<file path="config.mk">
export PLATFORM = sky130hd
export DESIGN_NAME = conv_enc
export DESIGN_NICKNAME = d
export VERILOG_FILES = /design/src/rtl/conv_enc.sv
export SDC_FILE = /design/constraint.sdc
export NUM_CORES = 1
export LEC_CHECK = 0
export ABC_AREA = 1
export CAP_MARGIN = 20
export CORE_AREA = 2 2 39 41
export CTS_BUF_LIST = sky130_fd_sc_hd__clkbuf_8
export CTS_CLUSTER_DIAMETER = 50
export DETAILED_ROUTE_END_ITERATION = 8
export DIE_AREA = 0 0 41 43
export PLACE_DENSITY = 0.78
export SYNTH_ARGS = -nofsm -noshare
export SYNTH_HDL_FRONTEND = slang
export SYNTH_SLANG_ARGS = --single-unit
</file>
<file path="constraint.sdc">
create_clock -name clk -period 1.55 [get_ports clk]
set_clock_uncertainty 0.05 [all_clocks]
set_input_delay 0.155 -clock clk [delete_from_list [all_inputs] [get_ports clk]]
set_output_delay 0.155 -clock clk [all_outputs]
set_load 0.01 [all_outputs]
</file>
<file path="src/rtl/conv_enc.sv">
// Rate-1/2 K=4 convolutional encoder with zero-tail frame termination.
// Optional rate-2/3 puncturing mask on data symbols: CONV_ENC_PUNCT_EN.
module conv_enc #(
    parameter int             K  = 4,
    parameter logic [K-1:0]   G0 = 4'b1111,
    parameter logic [K-1:0]   G1 = 4'b1101
) (
    input  logic       clk,
    input  logic       rst,
    input  logic       s_valid,
    output logic       s_ready,
    input  logic       s_data,
    input  logic       s_last,
    output logic       m_valid,
    input  logic       m_ready,
    output logic [1:0] m_data,
    output logic [1:0] m_keep,
    output logic       m_last
);

    localparam int             CW       = $clog2(K);
    localparam logic [CW-1:0]  TAIL_LEN = CW'(K - 1);

    typedef enum logic [1:0] {
        IDLE,
        DATA,
        TAIL
    } state_t;

    state_t        state, state_n;
    logic [K-2:0]  sr, sr_n;
    logic [CW-1:0] tail_cnt, cnt_n;
    logic          vld_n;
    logic [1:0]    data_n;
    logic          last_n;

    logic          out_free;
    logic          acc;
    logic          load;
    logic          enc_b;
    logic [K-1:0]  v;
    logic          c0, c1;

    assign out_free = !m_valid || m_ready;
    assign s_ready  = (state != TAIL) && out_free;
    assign acc      = s_valid && s_ready;

    // tail bits are forced to zero so the trellis ends in state 0
    assign enc_b = (state == TAIL) ? 1'b0 : s_data;
    assign v     = {enc_b, sr};
    assign c0    = ^(v & G0);
    assign c1    = ^(v & G1);

    always_comb begin
        state_n = state;
        sr_n    = sr;
        cnt_n   = tail_cnt;
        load    = 1'b0;
        unique case (state)
            IDLE, DATA: begin
                if (acc) begin
                    load    = 1'b1;
                    state_n = s_last ? TAIL : DATA;
                    if (s_last) cnt_n = TAIL_LEN;
                end
            end
            TAIL: begin
                if (out_free) begin
                    load  = 1'b1;
                    cnt_n = tail_cnt - 1'b1;
                    if (tail_cnt == 1) state_n = IDLE;
                end
            end
            default: state_n = IDLE;
        endcase
        if (load) sr_n = {enc_b, sr[K-2:1]};
        if (load && state == TAIL && tail_cnt == 1) sr_n = '0;
    end

    always_comb begin
        vld_n  = m_valid && !m_ready;
        data_n = m_data;
        last_n = m_last;
        if (load) begin
            vld_n  = 1'b1;
            data_n = {c1, c0};
            last_n = (state == TAIL) && (tail_cnt == 1);
        end
    end

    always_ff @(posedge clk or negedge rst) begin
        if (!rst) begin
            state    <= IDLE;
            sr       <= '0;
            tail_cnt <= '0;
            m_valid  <= 1'b0;
            m_data   <= 2'b00;
            m_last   <= 1'b0;
        end else begin
            state    <= state_n;
            sr       <= sr_n;
            tail_cnt <= cnt_n;
            m_valid  <= vld_n;
            m_data   <= data_n;
            m_last   <= last_n;
        end
    end

`ifdef CONV_ENC_PUNCT_EN
    logic       phase, phase_n;
    logic [1:0] keep_q, keep_n;

    // first data symbol of a frame is always phase 0
    always_comb begin
        phase_n = phase;
        keep_n  = keep_q;
        if (load) begin
            if (state == TAIL) begin
                keep_n = 2'b11;
            end else begin
                keep_n  = (state != IDLE && phase) ? 2'b01 : 2'b11;
                phase_n = (state == IDLE) ? 1'b1 : ~phase;
            end
        end else if (state == IDLE) begin
            phase_n = 1'b0;
        end
    end

    always_ff @(posedge clk or negedge rst) begin
        if (!rst) begin
            phase  <= 1'b0;
            keep_q <= 2'b11;
        end else begin
            phase  <= phase_n;
            keep_q <= keep_n;
        end
    end

    assign m_keep = keep_q;
`else
    assign m_keep = 2'b11;
`endif

endmodule

</file>
* Yosys cells after proc, flatten, opt, wreduce, memory -nomap -nowiden *
Index checks and enable logic that the tools add are counted.

storage, ports and cells
  bits in registers = 11
  word-level logic and storage cells = 48
  input port bits = 6

operators by class
  equal/unequal tests = 8
  reductions and logical operators = 17
  $add $sub $neg = 1
  mux-type cells = 16

operators by type and width
  operator                                          number
  two-way mux 2 bit                                 7
  inequality test 2 bit, second input constant      5
  case mux 2 bit (2 select lines)                   2
  XOR reduction 4 bit                               2
  logical AND 1 bit                                 6
  two-way mux 3 bit                                 2
  == test 2 x 1 -> 1 bit, second input constant     2
  two-way mux 1 bit                                 4
  AND reduction 4 bit                               1
  nonzero test 2 bit                                2
  AND reduction 3 bit                               1
  == test 2 bit, second input constant              1
  logical NOT 1 bit                                 2
  logical NOT 2 bit                                 1
  case mux 1 bit (2 select lines)                   1
  OR reduction 2 bit                                1
  subtractor 2 x 1 -> 2 bit, second input constant  1
  logical OR 1 bit                                  1

* Longest topological paths before layout *
  depth after elaboration = 9
  gate-level depth with buffers = 8
  gate-level depth less buffers = 8

* Worst setup path after synthesis *
Ideal clock, no wire load.

  kind = register to register
  from = reg m_valid
  to = reg tail_cnt[1]
  path buffers = 0
  slack = 0.481 ns
  required time = 1.417 ns
  cell stages (with the launch flop) = 6
  arrival = 0.936 ns
  path through = dfrtp_1 > nand2_1 > nand2_2 > a21oi_2 > o21ai_1 > o21ai_0

on the way
  longest elaborated chain between the ends = 6
  elaborated cells between the ends (all ways) = 7
  classes of those cells = 2 x eq/ne; 5 x reduce/logical

RTL lines
  what                               RTL line  text
  from (decl)                        14        output logic m_valid,
  from (signal assigned)             103       m_valid <= vld_n;
  logical NOT 1 bit (*)              44        assign out_free = !m_valid || m_ready;
  logical OR 1 bit (*)               44
  logical AND 1 bit                  45        assign s_ready = (state != TAIL) && out_free;
  logical AND 1 bit                  46        assign acc = s_valid && s_ready;
  inequality test 2 bit (no line)    n/a
  AND reduction 4 bit (no line) (*)  n/a
  to (signal assigned)               102       tail_cnt <= cnt_n;
  to (decl)                          32        logic [CW-1:0] tail_cnt, cnt_n;

Every way passes the cells marked *; elsewhere a longest branch is shown, timed or not.
A chain may end at the register's enable or synchronous reset.

* Worst setup path in the final report *
  from = reg m_valid
  to = out m_valid

No word-level cell between the ends.

==> results.toml <==
[synthesis]
synth.cell_area_sq_um = 586.8
ys_types = 18
synth_top_cell_by_area = "dfrtp_1"
yosysTopAreaCellShare = 0.4691
syn_inst = 75
ys_warn_count = 0
ys_ff_latch = 11
syn_avg_cell_area_sq_um = 7.824
synth_area_leaders = "dfrtp_1 (47%), nand2_1 (17%), inv_1 (6.4%)"
seq_area_frac_synth = 0.4691

[setup_path]
cp_max_fo = 3
cp_top_family = "buffers and inverters"
crit_slowest_cell = "clkdlybuf4s50_1"
crit_buf_inv = 1
worstSetupPathType = "register to primary output"
max_stage_delay_ps = 540
startpoint_type = "register"
worstPathCellList = "clkdlybuf4s50_1"
crit_path_end_kind = "primary output"
arrival_ps = 1140
crit_required_ps = 1340

[sta]
slew_violations = 0
fmax_mhz = 742.9
post-route-period-util = 0.8684
period_needed_ps = 1346
setup_viol = 0
rsz0062_at_grt = "no"
hold_viol_final = 0
hold-worst-slack_ps = 194.7

[cells_and_area]
area_growth_pct = 29.85
fillers = 124
stdcell_count = 107
n_antenna_cell = 0
layout.nets = 99
fin_util = 0.5506
drive_gt1_frac = 0.1538

[global_route]
grt_max_degree = 12
grt_pass1_vias = 453
grt_usage = 0.1643
gr-total-overflow = 0
antenna_found_initial = 0
grt_pass1_wl_um = 1911

[floorplanning]
start_util = 0.4241
core-area_sq_mm = 0.001384
die-area_sq_mm = 0.001763
die_w_um = 41
ios = 13
num_rows = 14
die_h_um = 43

[placed_design]
dpl.hpwl_um = 786.8
place_congestion = 0.8050
dp.cells = 101
portBuffers = 10

[hold_path]
hold_path.class = "primary input to asynchronous set/reset pin"

[clock_network]
clock_path_buffers = 2
cts_tree = "done"
clock-sinks = 11
numCtsBuffers = 3
ctsHoldBuffers = 0
clock_latency_ps = 240
htreeDepth = 1
root_buffer = "clkbuf_8"
clkTransAtPathRegs_ps = 50

[route]
final_antenna_net_count = 0
avgViaCountPerCell = 4.692
wl_um = 1118
drc = 0
vias = 502
wl_per_cell_um = 10.45
drt-initial-drc-count = 18
first_pass_iters = 4

[pwr]
pwr_density_cell_mw_per_mm2 = 2013
peakVddDrop_mv = 0.9476
leakage_nw = 0.4012
finalPower_mw = 1.534

[run]
max-cap-violations = 0

[run_status]
status = "finished clean"
==> flip-flops by register name, indices dropped and copies added (netlist names) <==
name,flops
m_data,2
m_last,1
m_valid,1
sr,3
state,2
tail_cnt,2
==> area by class of cell <==
type / instances / area, sq um / area share
Clock buffer: 3 / 41.29 / 0.05419
Clock inverter: 1 / 3.754 / 0.004926
Inverter: 12 / 45.04 / 0.05911
Multi-Input combinational cell: 51 / 255.2 / 0.3350
Sequential cell: 11 / 275.3 / 0.3612
Tap cell: 16 / 20.02 / 0.02627
Timing Repair Buffer: 13 / 121.4 / 0.1593
==> kinds of logic after synthesis <==
family	after synthesis	share of synthesized area
compound gates	12	0.1130
other cells	1	0.006390
buf+inv	14	0.1023
flops	11	0.4691
simple gates	36	0.2878
fa+ha+maj	1	0.02132
==> repair_timing <==
| action | in CTS | in global routing |
|---|---|---|
| resized for setup | 1 | 0 |
| setup buffers | 2 | 0 |
| setup endpoints to repair | 1 | 0 |
==> cells in the mapped netlist <==
| library cell | instances |
|---|---|
| o21ai_1 | 1 |
| inv_2 | 2 |
| conb_1 | 1 |
| nand3_1 | 4 |
| o21ai_0 | 7 |
| a21oi_2 | 1 |
| buf_4 | 2 |
| nand2_2 | 2 |
| nor2_1 | 1 |
| a21oi_1 | 2 |
| o31ai_1 | 1 |
| nand2_1 | 26 |
| ha_1 | 1 |
| nor2_2 | 1 |
| dfrtp_1 | 11 |
| nand2_4 | 1 |
| inv_1 | 10 |
| nand3_4 | 1 |
==> cells in the final DEF, fill, tap and decap left out <==
master and instances:
nand3_1 4, nand2_4 1, nor2_2 1, nand3_4 1, ha_1 1, conb_1 2, dfrtp_1 11, nor2_1 1
o21ai_0 7, dlygate4sd2_1 1, o21ai_1 1, nand2_1 26, clkdlybuf4s50_1 9, inv_2 2, o31ai_1 1, clkbuf_8 3
a21oi_1 2, nand2_2 2, inv_1 11, a21oi_2 1, buf_4 3
==> power by group <==
part	leakage, nW	internal, mW	total (mW)	switching [mW]
registers	0.137	0.418	0.495	0.0770
clock network	0.0269	0.174	0.281	0.107
logic	0.237	0.331	0.758	0.428
==> final timing paths <==
check	cells past startpoint	start	slack (ps)	end
min in group clk	2	m_data[1]	430	m_data[1]
max in group asynchronous	1	rst	930	m_data[0]
max reg2reg	7	state[0]	270	sr[1]
max	1	m_valid	200	m_valid
min reg2reg	2	m_data[1]	430	m_data[1]
min	1	rst	190	tail_cnt[1]
==> metrics by stage <==
| step | area (sq um) | setup WS, ps | TNS, ps |
|---|---|---|---|
| 2_1_floorplan | 590.6 | 481.2 | 0 |
| 3_3_place_gp | 703.2 | -9.150 | -9.150 |
| 3_5_place_dp | 703.2 | -14.24 | -14.24 |
| 4_1_cts | 762.0 | 196.5 | 0 |
| 5_1_grt | 762.0 | 136.5 | 0 |
| 6_report | 762.0 | 204.0 | 0 |
==> metal layers <==
layer | vias to the layer above | global-route usage | routed length, um
li1 | 265 | - | -
met1 | 221 | 0.2237 | 508
met2 | 14 | 0.2313 | 534
met3 | 2 | 0.04712 | 60
met4 | 0 | 0.08000 | 15
met5 | - | 0 | 0
Note: power is estimated with default switching activity, not from simulation.
